--- src/rtl/pipes_pkg.sv ---
// Shared pipeline types for the data-memory controller: access sizes, FSM states
// and the registered bus request.
package pipes_pkg;

    typedef enum logic [1:0] {
        MSIZE_B = 2'b00,
        MSIZE_H = 2'b01,
        MSIZE_W = 2'b10
    } msize_t;

    typedef enum logic [1:0] {
        IDLE  = 2'b00,
        REQ   = 2'b01,
        DONE  = 2'b10,
        DRAIN = 2'b11
    } dmem_state_t;

    typedef struct packed {
        logic [31:0] addr;
        logic [3:0]  strobe;
        logic [31:0] data;
    } dbus_req_t;

    // The unused 2'b11 encoding is treated as a word access.
    function automatic msize_t to_msize(input logic [1:0] s);
        case (s)
            2'b00:   return MSIZE_B;
            2'b01:   return MSIZE_H;
            default: return MSIZE_W;
        endcase
    endfunction

endpackage

--- src/rtl/dmem_ctrl_load_ext.sv ---
// Load lane selection and sign/zero extension of a raw 32-bit bus word.
module load_ext
    import pipes_pkg::*;
(
    input  logic [31:0] raw,
    input  logic [1:0]  off,
    input  msize_t      size,
    input  logic        uns,
    output logic [31:0] result
);

    logic [7:0]  byte_sel;
    logic [15:0] half_sel;

    assign byte_sel = raw[{off, 3'b000} +: 8];
    assign half_sel = off[1] ? raw[31:16] : raw[15:0];

    always_comb begin
        result = raw;
        case (size)
            MSIZE_B: result = uns ? {24'b0, byte_sel} : {{24{byte_sel[7]}}, byte_sel};
            MSIZE_H: result = uns ? {16'b0, half_sel} : {{16{half_sel[15]}}, half_sel};
            default: result = raw;
        endcase
    end

endmodule

--- src/rtl/dmem_ctrl.sv ---
// Data-memory stage controller: one outstanding bus transaction with flush drain.
// Optional alignment trap enabled by `define DMEM_CTRL_MISALIGN_CHK_EN.
module dmem_ctrl
    import pipes_pkg::*;
(
    input  logic        clk,
    input  logic        reset,
    input  logic        m_valid,
    input  logic        m_mem_read,
    input  logic        m_mem_write,
    input  logic [1:0]  m_size,
    input  logic        m_unsigned,
    input  logic [31:0] addr,
    input  logic [31:0] wdata,
    input  logic        flushM,
    output logic        dreq_valid,
    output logic [31:0] dreq_addr,
    output logic [3:0]  dreq_strobe,
    output logic [31:0] dreq_data,
    input  logic        dresp_data_ok,
    input  logic [31:0] dresp_data,
    output logic        stallM,
    output logic [31:0] load_data,
    output logic        load_valid,
    output logic        misalign
);

    dmem_state_t state, state_nx;
    dbus_req_t   req_q, req_d;
    msize_t      size_in, size_q;
    logic        uns_q, rd_q;
    logic [31:0] resp_q, ext_data;
    logic        mem_op, mis_cond, start, lv;

    assign size_in = to_msize(m_size);
    assign mem_op  = m_valid & (m_mem_read | m_mem_write);

`ifdef DMEM_CTRL_MISALIGN_CHK_EN
    assign mis_cond = ((size_in == MSIZE_H) && addr[0]) ||
                      ((size_in == MSIZE_W) && (addr[1:0] != 2'b00));
`else
    assign mis_cond = 1'b0;
`endif

    // Write wins when both read and write are asserted; reads carry no strobe/data.
    always_comb begin
        req_d.addr   = addr;
        req_d.strobe = '0;
        req_d.data   = '0;
        case (size_in)
            MSIZE_B: begin
                if (m_mem_write) begin
                    req_d.strobe = 4'b0001 << addr[1:0];
                    req_d.data   = {4{wdata[7:0]}};
                end
            end
            MSIZE_H: begin
                req_d.addr[0] = 1'b0;
                if (m_mem_write) begin
                    req_d.strobe = addr[1] ? 4'b1100 : 4'b0011;
                    req_d.data   = {2{wdata[15:0]}};
                end
            end
            default: begin
                req_d.addr[1:0] = 2'b00;
                if (m_mem_write) begin
                    req_d.strobe = 4'b1111;
                    req_d.data   = wdata;
                end
            end
        endcase
    end

    always_comb begin
        state_nx   = state;
        stallM     = 1'b0;
        dreq_valid = 1'b0;
        lv         = 1'b0;
        misalign   = 1'b0;
        start      = 1'b0;
        case (state)
            IDLE: begin
                if (mem_op && !flushM) begin
                    if (mis_cond) begin
                        misalign = 1'b1;
                    end else begin
                        start    = 1'b1;
                        stallM   = 1'b1;
                        state_nx = REQ;
                    end
                end
            end
            REQ: begin
                dreq_valid = 1'b1;
                if (flushM) begin
                    state_nx = dresp_data_ok ? IDLE : DRAIN;
                end else begin
                    stallM = 1'b1;
                    if (dresp_data_ok) state_nx = DONE;
                end
            end
            DONE: begin
                lv       = rd_q;
                state_nx = IDLE;
            end
            DRAIN: begin
                dreq_valid = 1'b1;
                stallM     = mem_op && !flushM;
                if (dresp_data_ok) state_nx = IDLE;
            end
            default: state_nx = IDLE;
        endcase
        // Reset silences every output in the same cycle, abandoning any transaction.
        if (reset) begin
            stallM     = 1'b0;
            dreq_valid = 1'b0;
            lv         = 1'b0;
            misalign   = 1'b0;
            start      = 1'b0;
        end
    end

    always_ff @(posedge clk) begin
        if (reset) begin
            state  <= IDLE;
            req_q  <= '0;
            size_q <= MSIZE_B;
            uns_q  <= 1'b0;
            rd_q   <= 1'b0;
            resp_q <= '0;
        end else begin
            state <= state_nx;
            if (start) begin
                req_q  <= req_d;
                size_q <= size_in;
                uns_q  <= m_unsigned;
                rd_q   <= ~m_mem_write;
            end
            if (state == REQ && dresp_data_ok && !flushM) resp_q <= dresp_data;
        end
    end

    load_ext u_load_ext (
        .raw    (resp_q),
        .off    (req_q.addr[1:0]),
        .size   (size_q),
        .uns    (uns_q),
        .result (ext_data)
    );

    assign dreq_addr   = dreq_valid ? req_q.addr   : '0;
    assign dreq_strobe = dreq_valid ? req_q.strobe : '0;
    assign dreq_data   = dreq_valid ? req_q.data   : '0;
    assign load_valid  = lv;
    assign load_data   = lv ? ext_data : '0;

endmodule

--- config.mk ---
export PLATFORM = sky130hd
export DESIGN_NAME = dmem_ctrl
export DESIGN_NICKNAME = d
export VERILOG_FILES = /design/src/rtl/pipes_pkg.sv /design/src/rtl/dmem_ctrl_load_ext.sv /design/src/rtl/dmem_ctrl.sv
export SDC_FILE = /design/constraint.sdc
export NUM_CORES = 1
export LEC_CHECK = 0
export ABC_AREA = 1
export BUFFER_PORTS_ARGS = -buffer_cell sky130_fd_sc_hd__buf_2
export CAP_MARGIN = 15
export CELL_PAD_IN_SITES_DETAIL_PLACEMENT = 0
export CELL_PAD_IN_SITES_GLOBAL_PLACEMENT = 1
export CORE_MARGIN = 2
export CORE_UTILIZATION = 30
export CTS_CLUSTER_SIZE = 24
export DETAILED_ROUTE_END_ITERATION = 10
export PLACE_DENSITY = 0.84
export SYNTH_ARGS = -nofsm -noshare
export SYNTH_HDL_FRONTEND = slang
export SYNTH_SLANG_ARGS = --single-unit
--- constraint.sdc ---
create_clock -name clk -period 1.5 [get_ports clk]
set_input_delay 0.225 -clock clk [delete_from_list [all_inputs] [get_ports clk]]
set_output_delay 0.225 -clock clk [all_outputs]
set_load 0.05 [all_outputs]
== Yosys cells after proc, flatten, opt, wreduce, memory -nomap -nowiden ==
Index checks and enable logic that the tools add are counted.
Word-level totals
  register bits after elaboration: 106
  output and inout port bits: 104
  word-level logic and storage cells: 65
Operators by class
  eq/ne operators: 9
  shifts and indexed selects: 2
  mux-type cells: 32
  bitwise gates (word level): 3
  reductions and logical operators: 11
Operators with widths (number)
  32-bit 2-to-1 mux: 5
  36-bit 2-to-1 mux: 3
  36-bit one-hot mux with 2 select lines: 1
  32-bit one-hot mux with 2 select lines: 1
  32-bit by 6-bit indexed part select with 8-bit output: 1
  16-bit 2-to-1 mux: 1
  1-bit 2-to-1 mux: 11
  2-bit 2-to-1 mux: 5
  2-bit by 1-bit == test with 1-bit output, second input constant: 4
  2-bit zero test: 4
  4-bit 2-to-1 mux: 2
  2-bit one-hot mux with 4 select lines: 1
  2-bit == test, second input constant: 2
  2-bit != test, second input constant: 2
  2-bit one-hot mux with 2 select lines: 1
  2-bit OR reduction: 2
  1-bit by 2-bit << shifter with 4-bit output, first input constant: 1
  1-bit logical AND: 3
  3-bit != test, second input constant: 1
  1-bit one-hot mux with 3 select lines: 1
  3-bit AND reduction: 1
  1-bit AND: 1
  1-bit zero test: 1
  1-bit inverter: 1
  1-bit bitwise OR: 1

== Logic depth before layout (Yosys ltp) ==
Gate-level depths: netlist (run 1).
  word-level depth: 6
  depth in mapped cells: 11

== Modules after synthesis ==
From an unflattened synthesis (run 1), not the netlist that was laid out.
Unflattened totals
  cells, all modules: 958
  area total of the unflattened synthesis: 6052.1 um2
Modules (own cells, without submodules)
  dmem_ctrl: instances 1, cells each 804, area each 5131.2 um2
  load_ext: instances 1, cells each 154, area each 920.9 um2

== Worst setup path before layout (run 1) ==
Ideal clock, no wire load.
  kind: register to output
  start point: register size_q[1]
  end point: output load_data[21]
  arrival time: 1.825 ns
  setup slack: -0.550 ns
  cell stages (with the launch flop): 12
  path buffers: 2
  cells stage by stage: dfxtp_1 -> buf_6 -> clkinv_4 -> nand2_4 -> nor2_8 -> nand2_2 -> nand2_2 -> nand2_4 -> nand3_2 -> nand2_4 -> buf_6 -> nor2_1
Between the ends
  word-level cells in the longest chain between the ends: 3
  elaborated cells on any way between the ends: 4
RTL lines
  start: declaration: line dmem_ctrl.sv:30  | msize_t size_in, size_q;
  start signal: assignment: line dmem_ctrl.sv:135  | size_q <= size_in;
  2-bit by 1-bit == test with 1-bit output or 2-bit zero test (tied branches): line dmem_ctrl_load_ext.sv:20  | case (size)
  32-bit one-hot mux with 2 select lines *: line dmem_ctrl_load_ext.sv:20
  32-bit 2-to-1 mux *: line dmem_ctrl.sv:155  | assign load_data = lv ? ext_data : '0;
  end: declaration: line dmem_ctrl.sv:23  | output logic [31:0] load_data,
Mark *: on every way between the ends. The rest lies on a longest branch, timed or not.

== Worst setup path after layout (run 1) ==
  start point: register state[1]
  end point: output dreq_addr[14]
Between the ends
  word-level cells in the longest chain between the ends: 5
  elaborated cells on any way between the ends: 6
RTL lines
  start: declaration: line dmem_ctrl.sv:28  | dmem_state_t state, state_nx;
  start signal: assignment: line dmem_ctrl.sv:132  | state <= state_nx;
  2-bit by 1-bit == test with 1-bit output or 2-bit == test (tied branches): line dmem_ctrl.sv:81  | case (state)
  2-bit OR reduction (no source line) *
  1-bit 2-to-1 mux *: line dmem_ctrl.sv:81
  1-bit 2-to-1 mux *: line dmem_ctrl.sv:114  | if (reset) begin
  32-bit 2-to-1 mux *: line dmem_ctrl.sv:151  | assign dreq_addr = dreq_valid ? req_q.addr : '0;
  end: declaration: line dmem_ctrl.sv:17  | output logic [31:0] dreq_addr,
Marked as above.

==> out/results.ini, run 1 <==
[setup_path]
critPathCaptureType = output port
setup.worst_path.class = flip-flop to output port
crit_arrival_ns = 1.77
critPathRequiredTime_ns = 1.27
crit_fanout = 4
start_kind = flip-flop

[yosys]
synth_warnings = 0
synth_edf_count = 0
async_flop_share_pct = 0
ys_seq_area_share_pct = 39.64
synth_top_cell_by_area = dfxtp_1
syn_nets = 955
syn_inst = 844
ys_types = 27
syn_avg_cell_area_um2 = 6.343
yosys.area.top_type_share_pct = 39.64
ys_seq_elements = 106
syn_area_um2 = 5354
ys.flop_type = dfxtp_1
ys_top_cells_by_area = dfxtp_1 (40%), nand2_1 (14%), nor2_1 (13%)

[floorplan]
die_height_um = 137.6
dieArea_um2 = 18930
rows = 48
io_pins = 210
die_w_um = 137.6
core_um2 = 17360
initial_core_util_pct = 30.85

[placed_design]
pre_cts_ws_ns = -0.2351
port_buffers = 208
dpl_cell_area_um2 = 7705
dp_hpwl_um = 13720
dp_cells = 1288
gp_congestion = 0.8725

[sta]
skew_ns = 0.008613
fin_crit_sh_pct = 133.2
setup_slack_ns = -0.4981
fmax_ghz = 0.5005
setup_viol = 187
timing.final.hold_violations = 0
period_needed_ns = 1.998
rsz0062_at_grt = yes
maxSlewViolCount = 0

[hold_path]
min_path_type = input pin to flip-flop

[layout]
area_growth_pct = 102.9
drive_gt1_share_pct = 58.89
final_nets = 1237
finish.utilization_pct = 62.59
fin_cells = 1358
fin_area_um2 = 10860

[power]
powerDensity_nw_per_um2 = 978.3
p_leak_nw = 4.767
p_int_w = 0.006647
p_sw_share_pct = 37.47
ir_drop_uv = 669.9
p_comb_share_pct = 44.3
power_switching_w = 0.003982
p_clk_share_pct = 23.9
p_seq_share_pct = 31.8

[route]
first_pass_iters = 7
vias = 6564
first_iter_violations = 477
routed_wl_um = 22950
route.detailed.drc = 0
ant_nets = 0
viasPerCell = 4.834
wl_per_cell_um = 16.90

[cts]
clkLatencyLatePin_ns = 0.36
cts_made_buffers = 9
htree_levels = 3
tritoncts = built
cts_sinks = 106
cts.clk_slew.worst_paths_ns = 0.08
clockBufferDepth = 2
clock-root-buffer = clkbuf_16

[global_route]
globalRoute.totalOverflow = 0
grt_antenna_before_repair = 3
grt_pass1_vias = 5888
grt.total_usage_pct = 20.38
grt_max_degree = 40
grt_pass1_wl_um = 29960

[job]
maxCapViolations = 0

[outcome]
run_status = finished, violations left
failed_checks = negative setup slack

[power by group through the flow]
| stage | combinational, W | sequential (W) | clock, W |
|---|---|---|---|
| after floorplan | 0.00194 | 0.00329 | 0 |
| after global placement | 0.00282 | 0.00333 | 0 |
| after detailed placement | 0.00283 | 0.00334 | 0 |
| after CTS | 0.00327 | 0.00330 | 0.00261 |
| after global routing | 0.00501 | 0.00341 | 0.00271 |
| final | 0.00471 | 0.00338 | 0.00254 |
[registers in the layout, indices dropped and copies added, names as in the netlist]
register  flops
resp_q       32
size_q        2
state         2
rd_q          1
uns_q         1
req_q        68
[stage by stage]
stage	TNS [ns]	hold WS, ns	power, W
2_1_floorplan	-5.601	0.3377	0.005231
3_3_place_gp	-12.77	0.4283	0.006146
3_5_place_dp	-13.16	0.4344	0.006171
4_1_cts	-46.21	0.05174	0.009171
5_1_grt	-65.14	0.06475	0.01114
6_report	-53.60	0.06963	0.01063
[critical path: stages (launching register included)]
cell,delay (ns)
dfxtp_4,0.40
inv_4,0.05
ha_4,0.16
o21ai_4,0.16
buf_12,0.15
clkbuf_16,0.16
clkbuf_16,0.15
nor2_4,0.04
buf_6,0.15
[logic make-up (layout without fill, tap and decap cells)]
group / Yosys count / in the layout / synth area share, %
AOI/OAI and AO/OA: 130 / 130 / 12.60
and+or+nand+nor: 443 / 443 / 33.75
DFF: 106 / 106 / 39.64
buffers and inverters: 159 / 446 / 12.78
other: 1 / 3 / 0.07004
adders and majority gates: 5 / 5 / 1.168
[what timing repair did]
action,CTS,global route
endpoints found under the setup margin,121,197
cloned,5,18
buffers inserted,20,12
resized for setup,264,405
hold buffers,0,0
pin swaps,25,52
[final timing paths]
check / to / from / slack (ns) / depth (start not counted)
hold reg to reg: req_q[40]$_SDFFE_PP0P_ / req_q[40]$_SDFFE_PP0P_ / 0.46 / 2
setup reg to reg: resp_q[14]$_SDFFE_PP0P_ / state[1]$_SDFFE_PP0P_ / -0.16 / 12
setup / recovery: dreq_addr[14] / state[1]$_SDFFE_PP0P_ / -0.50 / 8
hold / removal: req_q[40]$_SDFFE_PP0P_ / addr[4] / 0.07 / 3
[routing by layer]
metal | global-route usage (%) | share of wire (%)
met4 | 8.706 | 2.7
met5 | 0 | 0.048
met2 | 31.56 | 50
met1 | 28.30 | 44
met3 | 2.759 | 3.8
[final cells by class]
type	count	area [µm²]
Fill cell	1428	6492
Multi-Input combinational cell	579	4244
Timing Repair Buffer	317	3326
Sequential cell	106	2141
Inverter	111	534.3
Tap cell	225	281.5
Clock buffer	11	242.7
Clock inverter	5	67.56
Timing Repair inverter	2	22.52
Antenna cell	2	5.005
[cells in the mapped netlist (6+ instances only)]
library cell    n
nand2_1       197
nor2_1        181
dfxtp_1       106
inv_1         106
o21ai_0        74
nand3_1        52
o21ai_1        28
clkbuf_1       20
buf_2          19
o22ai_1        14
a21oi_1        12
buf_6           6
[layout by cell type, fill, tap and decap left out, types with 18 or more instances in the layout]
master,Yosys,routed
dfxtp_1,106,99
o21ai_1,28,41
nand2_4,3,42
clkbuf_16,0,23
o21ai_2,0,42
buf_6,6,94
buf_4,3,41
o21ai_0,74,18
buf_8,0,40
nor2_1,181,66
buf_12,0,20
buf_2,19,105
nand3_1,52,34
inv_1,106,84
nor2_2,4,19
nand2_2,2,50
nand2_1,197,106
nor2_4,0,100
Note: power is estimated with default switching activity, not from simulation.
==> inputs of run 2 (changes only) <==
- CORE_MARGIN: 2 -> not set
- RECOVER_POWER: not set -> 50
==> out/results.ini, run 2 (synthesis gave the netlist of run 1 again) <==
[layout]
fill_cells = 1586
largest_registers = req_q (68), resp_q (32)
final_common_cell = nand2_1
multi_input_area_um2 = 3522
fin_area_um2 = 9607
final_nets = 1209
largest_reg_flops = 68
final_cell_mix = nand2_1 (174), buf_2 (105), dfxtp_1 (99), nor2_1 (97), buf_6 (90)
seq_area_um2 = 2141
top_register = req_q
area_growth_pct = 79.43
drive_gt1_share_pct = 43.52

[placed_design]
gp_congestion = 0.8349
dp_hpwl_um = 13210
dpl_cell_area_um2 = 7760
port_buffers = 208

[route]
first_iter_violations = 363
viasPerCell = 4.561
route.detailed.drc = 0
vias = 6066
routed_wl_um = 19040
wl_per_cell_um = 14.31
first_pass_iters = 7
ant_nets = 0

[cts]
htree_levels = 3
cts_sinks = 106
clock-root-buffer = clkbuf_16
cts.clk_slew.worst_paths_ns = 0.09
ctsHoldBuffers = 0
clockBufferDepth = 2
tritoncts = built
cts_made_buffers = 9
clkLatencyLatePin_ns = 0.36

[setup_path]
cp.buffers_inverters = 4
slowest_delay_ns = 0.37
r2r_end = req_q[24]$_SDFFE_PP0P_
setup.worst_path.class = flip-flop to output port
critPathCaptureType = output port
critPathRequiredTime_ns = 1.27
worstPathCellList = inv_4, nand2_2, nand2_2, buf_4, nand3_2, nand3_4, nand2_8, buf_16, nor2_4, buf_6
cp_slowest_cell = dfxtp_4
rr_startpoint = state[1]$_SDFFE_PP0P_
crit_arrival_ns = 1.75
r2r_slack_ns = -0.09
path_common_cell = nand2_2
start_kind = flip-flop
cp-startpoint = req_q[37]$_SDFFE_PP0P_
critPathTopFamily = simple AND/OR/NAND/NOR gates
crit_fanout = 5
rr_worst_depth = 8

[sta]
skew_ns = 0.009977
maxSlewViolCount = 0
timing.final.hold_violations = 0
fin_crit_sh_pct = 131.8
rsz0062_at_grt = yes
fmax_ghz = 0.5059
setup_tns_ns = -44.57
setup_viol = 113
setup_slack_ns = -0.4765
period_needed_ns = 1.976

[hold_path]
hold_start = addr[7]
holdPathStages = 3
min_path_type = input pin to flip-flop
min_to = req_q[43]$_SDFFE_PP0P_

[global_route]
grt_max_degree = 38
grt.total_usage_pct = 20.15
grt_antenna_before_repair = 2
globalRoute.totalOverflow = 0
grt_pass1_vias = 5655
grt_pass1_wl_um = 28860

[floorplan]
dieArea_um2 = 18380
io_pins = 210
rows = 48
die_height_um = 135.6
initial_core_util_pct = 30.85
core_um2 = 17360
die_w_um = 135.6

[power]
power_switching_w = 0.003562
p_seq_share_pct = 34.9
p_clk_share_pct = 25.4
ir_drop_uv = 660.9
p_leak_nw = 4.118
p_sw_share_pct = 37.42
powerDensity_nw_per_um2 = 990.7
p_int_w = 0.005956
p_comb_share_pct = 39.7

[outcome]
run_status = finished, violations left
failed_checks = negative setup slack

[job]
maxCapViolations = 0

## run 2: cell type report
class                           instances  area share (%)
Inverter                              111           5.405
Clock buffer                            9           2.344
Multi-Input combinational cell        579           36.66
Antenna cell                            2         0.05210
Clock inverter                          7          0.8466
Tap cell                              225           2.930
Sequential cell                       106           22.28
Timing Repair Buffer                  291           29.47
## run 2: what timing repair did
action,CTS,global route
pin swaps,6,18
setup endpoints to repair,105,184
resized for setup,266,124
buffers inserted,15,7
cloned,4,3
## run 2: worst register-to-register path, stage by stage (launching register included)
cell      delay (ns)
dfxtp_4         0.39
inv_4           0.04
clkbuf_1        0.10
ha_1            0.22
nand3_2         0.12
clkbuf_4        0.34
o21ai_0         0.14
nand2_1         0.09
inv_1           0.04
## run 2: through the flow
stage / setup slack, ns / instances / hold slack, ns / power [W] / utilization (%)
after global placement: -0.1755 / 1289 / 0.4275 / 0.006283 / 44.71
after global routing: -0.5488 / 1330 / 0.05741 / 0.01001 / 55.35
final: -0.4765 / 1330 / 0.05570 / 0.009518 / 55.35
after CTS: -0.4916 / 1323 / 0.04644 / 0.009392 / 52.89
after floorplan: -0.2291 / 844 / 0.3377 / 0.005231 / -
after detailed placement: -0.2003 / 1289 / 0.4354 / 0.006304 / 44.71
## run 2: metal layers
metal  share of wire [%]  up-vias  wire length (µm)  GRT usage, %
li1                    -     3122                 -             -
met1                  46     2720              8671         27.64
met2                  47      199              8940         31.32
met3                 5.3       25              1002         3.030
met4                 2.2        0               420         8.240
met5                   0        -                 0             0
## run 2: worst max-delay path by stage
stage | endpoint | cells after the start
floorplan | load_data[22] | 11
global placement | load_data[22] | 8
detailed placement | load_data[22] | 8
CTS | dreq_addr[29] | 7
global route | load_data[23] | 10
finish | load_data[29] | 10
## run 2: power by group through the flow
stage | combinational [W] | clock [W] | sequential (W)
after floorplan | 0.00194 | 0 | 0.00329
after global placement | 0.00295 | 0 | 0.00333
after detailed placement | 0.00296 | 0 | 0.00334
after CTS | 0.00359 | 0.00249 | 0.00331
after global routing | 0.00407 | 0.00259 | 0.00335
final | 0.00378 | 0.00242 | 0.00332
